### src/rtl/core_pkg.sv
// Shared types for the multi-cycle RV32I control path: FSM states, writeback
// source select and the one-hot instruction class captured in DECODE.
package core_pkg;

  typedef enum logic [2:0] {
    ST_FETCH,
    ST_DECODE,
    ST_EXECUTE,
    ST_MEM,
    ST_WRITEBACK,
    ST_TRAP
  } ctrl_state_e;

  typedef enum logic [1:0] {
    WB_ALU = 2'd0,
    WB_MEM = 2'd1,
    WB_PC4 = 2'd2
  } wb_sel_e;

  typedef struct packed {
    logic store;
    logic load;
    logic jalr;
    logic jal;
    logic branch;
    logic shift;
    logic calc;
  } inst_class_t;

  localparam logic [31:0] PC_STEP = 32'd4;

  // The decoder raises is_calc alongside is_shift for shifts; fold that pair into one class.
  function automatic inst_class_t classify(input logic calc, input logic shift,
                                           input logic branch, input logic jal,
                                           input logic jalr, input logic load,
                                           input logic store);
    inst_class_t c;
    c.calc   = calc & ~shift;
    c.shift  = shift;
    c.branch = branch;
    c.jal    = jal;
    c.jalr   = jalr;
    c.load   = load;
    c.store  = store;
    return c;
  endfunction

  function automatic logic class_valid(input inst_class_t c);
    return $countones(c) == 1;
  endfunction

endpackage

### src/rtl/core_pc_unit.sv
// Program counter with next-PC selection; the next PC is staged in EXECUTE and
// committed to the architectural PC in WRITEBACK.
module core_pc_unit
  import core_pkg::*;
#(
  parameter logic [31:0] RESET_PC = 32'h0000_0000
) (
  input  logic        clk_i,
  input  logic        rst_ni,
  input  logic        load_i,
  input  logic        commit_i,
  input  logic        is_jal_i,
  input  logic        is_jalr_i,
  input  logic        branch_taken_i,
  input  logic [31:0] target_i,
  output logic [31:0] pc_o,
  output logic        misaligned_o
);

  logic [31:0] pc_q, pc_d;
  logic [31:0] next_pc_q, next_pc_d;
  logic [31:0] pc_mux;

  always_comb begin
    if (is_jal_i) begin
      pc_mux = target_i;
    end else if (is_jalr_i) begin
      pc_mux = target_i & 32'hFFFF_FFFE;
    end else if (branch_taken_i) begin
      pc_mux = target_i;
    end else begin
      pc_mux = pc_q + PC_STEP;
    end
    next_pc_d    = load_i ? pc_mux : next_pc_q;
    pc_d         = commit_i ? next_pc_q : pc_q;
    misaligned_o = |pc_mux[1:0];
  end

  always_ff @(posedge clk_i or negedge rst_ni) begin
    if (!rst_ni) begin
      pc_q      <= RESET_PC;
      next_pc_q <= RESET_PC;
    end else begin
      pc_q      <= pc_d;
      next_pc_q <= next_pc_d;
    end
  end

  assign pc_o = pc_q;

endmodule

### src/rtl/core_controller.sv
// Multi-cycle sequencer: fetch, decode-settle, execute, optional memory access, writeback.
// state     | meaning
// FETCH     | imem request held until imem_valid_i, instruction latched
// DECODE    | decoder settles, class flags captured one-hot
// EXECUTE   | next PC staged, alignment checked
// MEM       | dmem request held until dmem_ready_i
// WRITEBACK | register write strobe, PC commit, retire pulse
// TRAP      | halted until reset
module core_controller
  import core_pkg::*;
#(
  parameter logic [31:0] RESET_PC = 32'h0000_0000
) (
  input  logic        clk_i,
  input  logic        rst_ni,
  output logic        imem_req_o,
  output logic [31:0] imem_addr_o,
  input  logic        imem_valid_i,
  input  logic [31:0] imem_rdata_i,
  output logic [31:0] inst_o,
  input  logic        is_calc_i,
  input  logic        is_shift_i,
  input  logic        is_branch_i,
  input  logic        is_jal_i,
  input  logic        is_jalr_i,
  input  logic        is_load_i,
  input  logic        is_store_i,
  input  logic        branch_taken_i,
  input  logic [31:0] target_addr_i,
  output logic        dmem_req_o,
  output logic        dmem_we_o,
  input  logic        dmem_ready_i,
  output logic        regfile_we_o,
  output logic [1:0]  wb_sel_o,
  output logic [31:0] pc_o,
  output logic        retire_o,
  output logic [31:0] instret_o,
  output logic        trap_o
);

  ctrl_state_e state_q, state_d;
  inst_class_t class_q, class_d, dec_class;
  logic [31:0] inst_q, inst_d;
  logic [31:0] instret_q, instret_d;
  logic        imem_req_q, imem_req_d;
  logic        dmem_req_q, dmem_req_d;
  logic        dmem_we_q, dmem_we_d;
  logic        regfile_we_q, regfile_we_d;
  logic        retire_q, retire_d;
  logic        trap_q, trap_d;
  wb_sel_e     wb_sel_q, wb_sel_d;
  logic        pc_load, pc_commit, pc_misaligned;

  core_pc_unit #(.RESET_PC(RESET_PC)) u_pc (
    .clk_i         (clk_i),
    .rst_ni        (rst_ni),
    .load_i        (pc_load),
    .commit_i      (pc_commit),
    .is_jal_i      (class_q.jal),
    .is_jalr_i     (class_q.jalr),
    .branch_taken_i(class_q.branch & branch_taken_i),
    .target_i      (target_addr_i),
    .pc_o          (pc_o),
    .misaligned_o  (pc_misaligned)
  );

  always_comb begin
    state_d   = state_q;
    inst_d    = inst_q;
    class_d   = class_q;
    instret_d = instret_q;
    pc_load   = 1'b0;
    pc_commit = 1'b0;
    dec_class = classify(is_calc_i, is_shift_i, is_branch_i, is_jal_i,
                         is_jalr_i, is_load_i, is_store_i);

    case (state_q)
      ST_FETCH: begin
        // The request flop gates acceptance so nothing is taken in the cycle leaving reset.
        if (imem_req_q && imem_valid_i) begin
          inst_d  = imem_rdata_i;
          state_d = ST_DECODE;
        end
      end
      ST_DECODE: begin
        class_d = dec_class;
        state_d = class_valid(dec_class) ? ST_EXECUTE : ST_TRAP;
      end
      ST_EXECUTE: begin
        pc_load = 1'b1;
        if (pc_misaligned) begin
          state_d = ST_TRAP;
        end else if (class_q.load || class_q.store) begin
          state_d = ST_MEM;
        end else begin
          state_d = ST_WRITEBACK;
        end
      end
      ST_MEM: begin
        if (dmem_ready_i) state_d = ST_WRITEBACK;
      end
      ST_WRITEBACK: begin
        pc_commit = 1'b1;
        instret_d = instret_q + 32'd1;
        state_d   = ST_FETCH;
      end
      ST_TRAP: state_d = ST_TRAP;
      default: state_d = ST_TRAP;
    endcase

    // Outputs are registered from the next state so they align with the state they describe.
    imem_req_d   = (state_d == ST_FETCH);
    dmem_req_d   = (state_d == ST_MEM);
    dmem_we_d    = dmem_req_d & class_d.store;
    retire_d     = (state_d == ST_WRITEBACK);
    trap_d       = (state_d == ST_TRAP);
    regfile_we_d = retire_d & (class_d.calc | class_d.shift | class_d.load |
                               class_d.jal | class_d.jalr);
    if (class_d.load) begin
      wb_sel_d = WB_MEM;
    end else if (class_d.jal || class_d.jalr) begin
      wb_sel_d = WB_PC4;
    end else begin
      wb_sel_d = WB_ALU;
    end
  end

  always_ff @(posedge clk_i or negedge rst_ni) begin
    if (!rst_ni) begin
      state_q      <= ST_FETCH;
      class_q      <= '0;
      inst_q       <= '0;
      instret_q    <= '0;
      imem_req_q   <= 1'b0;
      dmem_req_q   <= 1'b0;
      dmem_we_q    <= 1'b0;
      regfile_we_q <= 1'b0;
      retire_q     <= 1'b0;
      trap_q       <= 1'b0;
      wb_sel_q     <= WB_ALU;
    end else begin
      state_q      <= state_d;
      class_q      <= class_d;
      inst_q       <= inst_d;
      instret_q    <= instret_d;
      imem_req_q   <= imem_req_d;
      dmem_req_q   <= dmem_req_d;
      dmem_we_q    <= dmem_we_d;
      regfile_we_q <= regfile_we_d;
      retire_q     <= retire_d;
      trap_q       <= trap_d;
      wb_sel_q     <= wb_sel_d;
    end
  end

  assign imem_req_o   = imem_req_q;
  assign imem_addr_o  = pc_o;
  assign inst_o       = inst_q;
  assign dmem_req_o   = dmem_req_q;
  assign dmem_we_o    = dmem_we_q;
  assign regfile_we_o = regfile_we_q;
  assign wb_sel_o     = wb_sel_q;
  assign retire_o     = retire_q;
  assign instret_o    = instret_q;
  assign trap_o       = trap_q;

endmodule

### config.mk
export PLATFORM = sky130hd
export DESIGN_NAME = core_controller
export DESIGN_NICKNAME = d
export VERILOG_FILES = /design/src/rtl/core_pkg.sv /design/src/rtl/core_pc_unit.sv /design/src/rtl/core_controller.sv
export SDC_FILE = /design/constraint.sdc
export NUM_CORES = 1
export LEC_CHECK = 0
export ABC_AREA = 1
export ABC_CLOCK_PERIOD_IN_PS = 4000
export BUFFER_PORTS_ARGS = -buffer_cell sky130_fd_sc_hd__buf_2
export CAP_MARGIN = 20
export CORE_AREA = 5 5 130 132
export CTS_BUF_LIST = sky130_fd_sc_hd__clkbuf_16
export DETAILED_ROUTE_END_ITERATION = 8
export DIE_AREA = 0 0 135 137
export PLACE_DENSITY = 0.76
export SLEW_MARGIN = 20
export SYNTH_ARGS = -nofsm -noshare
export SYNTH_HDL_FRONTEND = slang
export SYNTH_HIERARCHICAL = 1
export SYNTH_SLANG_ARGS = --single-unit
### constraint.sdc
create_clock -name clk_i -period 4 [get_ports clk_i]
set_input_delay 0.4 -clock clk_i [delete_from_list [all_inputs] [get_ports clk_i]]
set_output_delay 0.4 -clock clk_i [all_outputs]
set_load 0.03 [all_outputs]
==> results by group, run 1 <==
Setup path
  – WP buf/inv: 3
  – Crit path max fanout: 4
  – CP cell instances: buf_2 -> inv_1 -> fa_1 -> fa_1 -> inv_1 -> fa_1 -> fa_1 -> nand3b_1 -> nand2_1 -> o21ai_1 -> nor2_1 -> nand3_1 -> nor2_1
  – Max incr delay on CP: 0.52 ns
  – Startpoint Class: input pin
  – Worst r2r path cells: 16
  – CP max stage cell: fa_1
  – Crit Path Category: input pin to flip-flop
  – Worst EP arrival: approximately 3.3 ns
  – Critical R2R Launch: class_q[2]
  – CP Launch Point: is_shift_i
  – Crit end category: flip-flop
  – Most common cell on crit path: fa_1
  – Required time of the critical path: around 4.4 ns
  – Cell count along the critical path: 13
  – CP delay by family, top: adder cells

STA
  – Min cycle time layout: roughly 3 ns
  – Slew margin rel.: 0.5595
  – Setup TNS: 0 ns
  – Fin. Hold Viols: 0
  – Final period util: 0.7351
  – Max Slew Vio Count: 0
  – Fmax: around 340 MHz
  – Worst-Margin Slew: between 0.6 and 0.7 ns
  – RSZ-0062 raised after global routing: false
  – Final count of negative-setup-slack endpoints: 0
  – Worst clock skew: 0.01057 ns

Status
  – Outcome: finished clean

Hold path
  – Worst hold path startpoint: imem_rdata_i[2]
  – Hold WC Path Type: input pin to flip-flop
  – Worst hold path stage count: 2

Clock tree
  – CTS tree: yes
  – Clock root cell: clkbuf_16
  – CTS max path bufs: 2
  – TritonCTS Buffers: 17
  – CTS clk-pin slew, worst paths: approximately 0.060 ns
  – Clock Latency Late Sink: approximately 0.42 ns
  – CTS sink cnt: ~150
  – H-tree depth: 4

Yosys
  – Mapped Area: 7672 µm²
  – Post-synthesis adder-cell area fraction: 0.01370
  – Cells after Synth: 904
  – Ranking of synthesized cells by area: dfrtp_1 (47%), nand2_1 (11%), nor2_1 (4.6%)
  – Post-Synth Simple-Gate Area: 0.2611
  – Synth Net Count: between 900 and 1k
  – Count leader, synth: nand2_1
  – Async S/R FF share, synth: 1.000
  – Post-synth top flop: dfrtp_1
  – Synth area leader: dfrtp_1
  – Synth cell types: 36
  – Synth Area in Compound Gates: 0.07029
  – Synth top cells by count: nand2_1 (226), dfrtp_1 (145), nor2_1 (95)
  – Yosys top cell area share: 0.4729
  – Number of synthesized flops with an enable pin: 0
  – Synth Register Bits: about 150
  – Synth Area per Inst: 8.487 µm²
  – Sequential share of the synthesized area: 0.4729
  – Synth warn: 6
  – Post-synthesis mux area share: 0.05284
  – Largest family of logic cells by synthesized area: simple AND/OR/NAND/NOR gates
  – Synth Area in XOR/XNOR: 0.03164

Pwr
  – Logic gate share of total power: 0.442
  – Psw: roughly 3.6 mW
  – Pwr/cell area: 810.0 nW/µm²
  – Clock Power Share: 0.214
  – Flop pwr share: 0.343
  – Internal Power: a little under 4 mW
  – LEAKAGE: ~4.9 nW
  – Sw Share: 0.4722
  – Total power: 7.539 mW
  – Maximum VDD drop: about 0.51 mV

Global route
  – First-pass GRT wire length: around 31000 µm
  – Number of global-route vias before repair: ~6.3k
  – Largest net degree at the start of global routing: 76
  – Gr ovfl total: 0
  – GR Util All Layers: 0.2145
  – Initial antenna violation count: 4

Floorplanning
  – Core Rows: 46
  – Die Ht: 137 µm
  – Die width: ~140 µm
  – Core area: approximately 16000 µm²
  – Num ports: 212
  – Starting Density: 0.4919
  – Die ar.: 18500 µm²

Layout
  – Final instance area: 9308 µm²
  – Fin nets: 1167
  – Post-layout util: 0.5967
  – Layout cells sized above 1: 0.2796
  – Area growth syn-to-layout: 21.31%

Drt
  – Detailed Route WL: about 19000 µm
  – Drc violations: 0
  – Antenna-violating nets left: 0
  – Vias per cell: about 5.0
  – WL/cell: 14.67 µm
  – DRT iter0 DRCs: roughly 470
  – Via count: approximately 6.6k
  – Drt pass-1 iters: 6

Placement
  – Number of port buffers: between 200 and 250
  – HPWL after DPL: ~14000 µm
  – GPL Wtd Cong: 0.8670
  – Instance area at placement: about 8700 µm²

Run
  – Max cap viols: 0
## cells in the final DEF (no fill, tap or decap), types with 4 or more instances in the layout
master,count
o21ai_0,50
nor3_1,7
nand3b_1,5
nand2_1,226
nand2_4,5
nor2_1,95
xor2_1,14
clkbuf_16,17
nor2_8,4
xnor2_1,10
o21ai_1,13
inv_6,4
buf_4,5
dfrtp_1,145
a21oi_1,29
o211ai_1,5
mux2_2,6
buf_2,210
inv_2,8
nand2_2,8
nand3_1,46
nor2_2,8
inv_1,94
nor2_4,10
nand4_1,12
mux2_1,30
fa_1,4
## repair_timing
item | CTS | global route
endpoints found under the setup margin | 0 | 0
hold endpoints to repair | 1 | 0
setup buffers | 0 | 0
hold buffers | 1 | 0
resized for setup | 0 | 0
## cell type report
type | instances | area (µm²)
antenna | 1 | 2.502
clock buffer | 17 | 425.4
clock inverter | 15 | 172.7
fill | 1358 | 6290
inverter | 102 | 382.9
multi-input combinational | 601 | 3296
sequential | 145 | 3628
tap | 216 | 270.3
timing repair buffer | 218 | 1130
## metrics by stage
step | hold WS (ns) | instances | worst slack, ns
global route | 0.1739 | 1315 | 0.8533
global placement | 0.4520 | 1281 | 0.7277
detailed placement | 0.4476 | 1281 | 0.6294
finish | 0.1812 | 1315 | 1.060
CTS | 0.1691 | 1314 | 1.051
floorplan | 0.1044 | 904 | 0.9850
## cells by family (layout without fill, tap and decap cells)
logic type	count (synthesis)	in the layout
simple gates	431	431
mux	36	36
compound gates	102	102
other cells	0	1
flops	145	145
xor+xnor	26	26
fa+ha+maj	6	6
buf+inv	158	352
## sequential cells by signal, indices dropped and copies added (netlist names)
name	cells
dmem_we_o	1
state_q	3
inst_o	32
u_pc/pc_o	32
wb_sel_o	2
u_pc/next_pc_q	32
instret_o	32
dmem_req_o	1
retire_o	1
regfile_we_o	1
trap_o	1
imem_req_o	1
class_q	6
## power by group through the flow
| stage | logic [mW] | registers (mW) | clock network [mW] |
|---|---|---|---|
| 2_1_floorplan | 1.93 | 3.23 | 0 |
| 3_3_place_gp | 3.29 | 2.58 | 0 |
| 3_5_place_dp | 3.35 | 2.60 | 0 |
| 4_1_cts | 3.37 | 2.59 | 1.64 |
| 5_1_grt | 3.64 | 2.69 | 1.72 |
| 6_report | 3.33 | 2.59 | 1.62 |
## worst paths after layout
check | slack, ns | endpoint
max in group asynchronous | 2.62 | u_pc/pc_o[26]
worst max register to register | 1.88 | regfile_we_o
worst min register to register | 0.48 | u_pc/next_pc_q[25]
worst min-delay path | 0.18 | inst_o[2]
worst max-delay path | 1.06 | regfile_we_o
min in group asynchronous | 0.53 | instret_o[16]
## per-layer routing
| layer | vias up | wire length, µm | GRT usage |
|---|---|---|---|
| li1 | 3208 | - | - |
| met1 | 3067 | 7840 | 0.2687 |
| met2 | 253 | 9399 | 0.3530 |
| met3 | 34 | 1593 | 0.06618 |
| met4 | 6 | 419 | 0.07727 |
| met5 | - | 39 | 0 |
Power figures use the tool's default switching activity.
==> inputs of run 2 (changes only) <==
ABC_AREA = 0   (was 1)
ABC_CLOCK_PERIOD_IN_PS = 3000   (was 4000)
CORE_AREA = 5 5 125 127   (was 5 5 130 132)
DIE_AREA = 0 0 130 132   (was 0 0 135 137)
PLACE_DENSITY = 0.77   (was 0.76)
clock period = 3 ns   (was 4 ns; I/O delays follow)
==> run 2 against run 1 <==
  * Non-clock buffer count grew 1
  * Via count shrank 19%
  * Synthesized cell count shrank 32%
  * Global-route usage shrank 2.5 points
  * Clock power grew 27%
  * Critical endpoint is now state_q[2]
  * Largest cell class unchanged
  * Flip-flop and latch count is the same
  * Setup slack lost 0.71 ns
  * Design area shrank 6.7%
  * Power grew 24%
==> results by group, run 2 <==
Yosys
  – Sequential share of the synthesized area: 0.5129
  – Synth Area per Inst: ~11 µm²
  – Number of synthesized flops with an enable pin: 0
  – Ranking of synthesized cells by area: dfrtp_1 (51%), mux2_2 (11%), xnor2_1 (4.0%)
  – Mapped Area: slightly above 7000 µm²
  – Cells after Synth: just over 600
  – Synth Net Count: around 700
  – Synth cell types: 55
  – Async S/R FF share, synth: 1.000
  – Synth area leader: dfrtp_1
  – Count leader, synth: dfrtp_1
  – Synth top cells by count: dfrtp_1 (145), mux2_2 (70), nand3_1 (44)
  – Synth Register Bits: around 150
  – Yosys top cell area share: 0.5129
  – Post-synth top flop: dfrtp_1
  – Synth warn: 6

Hold path
  – Hold WC Path Type: input pin to flip-flop

Setup path
  – CP max stage cell: fa_1
  – Worst EP arrival: 2.93 ns
  – Required time of the critical path: between 3 and 4 ns
  – Max incr delay on CP: 0.51 ns
  – Crit path max fanout: 3
  – Crit end category: flip-flop
  – CP cell instances: buf_2 -> inv_1 -> fa_1 -> fa_1 -> inv_1 -> fa_1 -> fa_1 -> nor2_1 -> a21oi_1 -> o22ai_1 -> o21ai_0
  – Most common cell on crit path: fa_1
  – Crit Path Category: input pin to flip-flop
  – Startpoint Class: input pin

STA
  – RSZ-0062 raised after global routing: false
  – Setup TNS: 0 ns
  – Fmax: approximately 380 MHz
  – Worst clock skew: approximately 0.0085 ns
  – Slew margin rel.: 0.4035
  – Fin. Hold Viols: 0
  – Final period util: 0.8819
  – Max Slew Vio Count: 0
  – Min cycle time layout: between 2 and 3 ns
  – Final count of negative-setup-slack endpoints: 0
  – Worst-Margin Slew: 0.8926 ns

Pwr
  – Psw: 3.978 mW
  – Logic gate share of total power: 0.419
  – Clock Power Share: 0.220
  – Internal Power: approximately 5.4 mW
  – Maximum VDD drop: 0.5857 mV
  – LEAKAGE: around 4.1 nW
  – Sw Share: 0.4242
  – Flop pwr share: 0.360
  – Total power: about 9.4 mW
  – Pwr/cell area: ~1100 nW/µm²

Layout
  – Final instance area: around 8700 µm²
  – Layout cells sized above 1: 0.4222
  – Antenna Cells: 0
  – Commonest cells after routing, fill and taps aside: buf_2 (210), dfrtp_1 (145), mux2_2 (70)
  – Most common cell after layout, fill and taps aside: buf_2
  – Area growth syn-to-layout: 22.76%
  – Fin nets: 879
  – Final non-filler cell total: a little under 1k

Floorplanning
  – Die width: 130 µm
  – Core Rows: 44
  – Num ports: ~210
  – Die ar.: about 17000 µm²
  – Die Ht: around 130 µm
  – Core area: around 14000 µm²
  – Starting Density: 0.4942

Drt
  – Drc violations: 0
  – Drt pass-1 iters: 4
  – DRT iter0 DRCs: 309
  – Antenna-violating nets left: 0
  – Vias per cell: about 5.3
  – WL/cell: 16.14 µm
  – Via count: roughly 5.3k
  – Detailed Route WL: between 15000 and 20000 µm

Placement
  – HPWL after DPL: 11370 µm
  – Number of port buffers: about 210
  – Instance area at placement: 8098 µm²
  – Placed Cells: approximately 960
  – GPL Wtd Cong: around 0.78

Clock tree
  – CTS clk-pin slew, worst paths: 0.06 ns
  – H-tree depth: 4
  – Clock Latency Late Sink: ~0.42 ns
  – CTS tree: yes
  – TritonCTS Buffers: 17
  – Clock root cell: clkbuf_16
  – Hold_buf cts: 1
  – Post-cts sizing count: 0
  – CTS max path bufs: 2
  – CTS sink cnt: between 100 and 150
  – Buffer count from post-CTS setup fixing: 0

Run
  – Max cap viols: 0

Global route
  – Largest net degree at the start of global routing: 81
  – Number of global-route vias before repair: approximately 5.3k
  – Initial antenna violation count: 0
  – GR Util All Layers: 0.1899
  – Gr ovfl total: 0
  – First-pass GRT wire length: 26400 µm

Status
  – Outcome: finished clean
==> run 2: cell types whose count changed after synthesis, moves of 28 or more <==
cell	before	now
inv_1	94	32
mux2_2	6	70
nand2_1	226	38
mux2_1	30	2
nor2_1	95	26
o21ai_0	50	16
==> run 2: metal layers <==
| layer | share of wire | GRT usage | wire, µm |
|---|---|---|---|
| met4 | 0.017 | 0.06178 | 278 |
| met1 | 0.44 | 0.2603 | 6987 |
| met2 | 0.48 | 0.2980 | 7743 |
| met5 | 0 | 0 | 0 |
| met3 | 0.065 | 0.04538 | 1038 |
==> run 2: power groups by stage <==
stage	clock [mW]	combinational, mW	sequential [mW]
global placement	0	3.91	3.37
CTS	2.11	3.98	3.38
detailed placement	0	3.96	3.41
global route	2.18	4.22	3.51
finish	2.06	3.93	3.38
floorplan	0	2.23	4.15
==> run 2: logic make-up after synthesis <==
group | share of synthesized area
xor+xnor | 0.06314
fa+ha+maj | 0.01486
mux | 0.1217
simple gates | 0.1583
flops | 0.5129
compound gates | 0.05890
buf+inv | 0.07022
==> run 2: final timing paths <==
kind	cells past startpoint	slack, ns	end	from
setup / recovery	11	0.35	state_q[2]	is_shift_i
hold / removal	2	0.10	inst_o[25]	imem_rdata_i[25]
setup reg to reg	5	0.80	u_pc/next_pc_q[31]	state_q[1]
hold reg to reg	1	0.47	instret_o[31]	instret_o[31]
max in group asynchronous	3	1.73	inst_o[18]	rst_ni
min in group asynchronous	2	0.49	dmem_req_o	rst_ni
==> run 2: layout make-up <==
| cell class | count | area (µm²) |
|---|---|---|
| multi-input cells | 382 | 2967 |
| flip-flops and latches | 145 | 3628 |
| well taps | 184 | 230.2 |
| clock buffers | 17 | 425.4 |
| inverters | 32 | 120.1 |
| repair buffers | 219 | 1162 |
| clock inverters | 15 | 151.4 |
| fillers | 1230 | 5629 |
==> run 2: through the flow <==
step | utilization | setup slack (ns) | hold slack, ns
2_1_floorplan | - | 0.2078 | 0.004409
3_3_place_gp | 0.5657 | -0.0008462 | 0.3815
3_5_place_dp | 0.5657 | -0.07969 | 0.3886
4_1_cts | 0.6067 | 0.3729 | 0.08555
5_1_grt | 0.6067 | 0.2291 | 0.08716
6_report | 0.6067 | 0.3544 | 0.1023
==> run 2: worst max-delay path, delay by kind of cell <==
| kind | cells | cell delay [ns] |
|---|---|---|
| AOI/OAI and AO/OA | 3 | 0.44 |
| and+or+nand+nor | 1 | 0.15 |
| adders and majority gates | 4 | 1.83 |
| buffers and inverters | 3 | 0.21 |
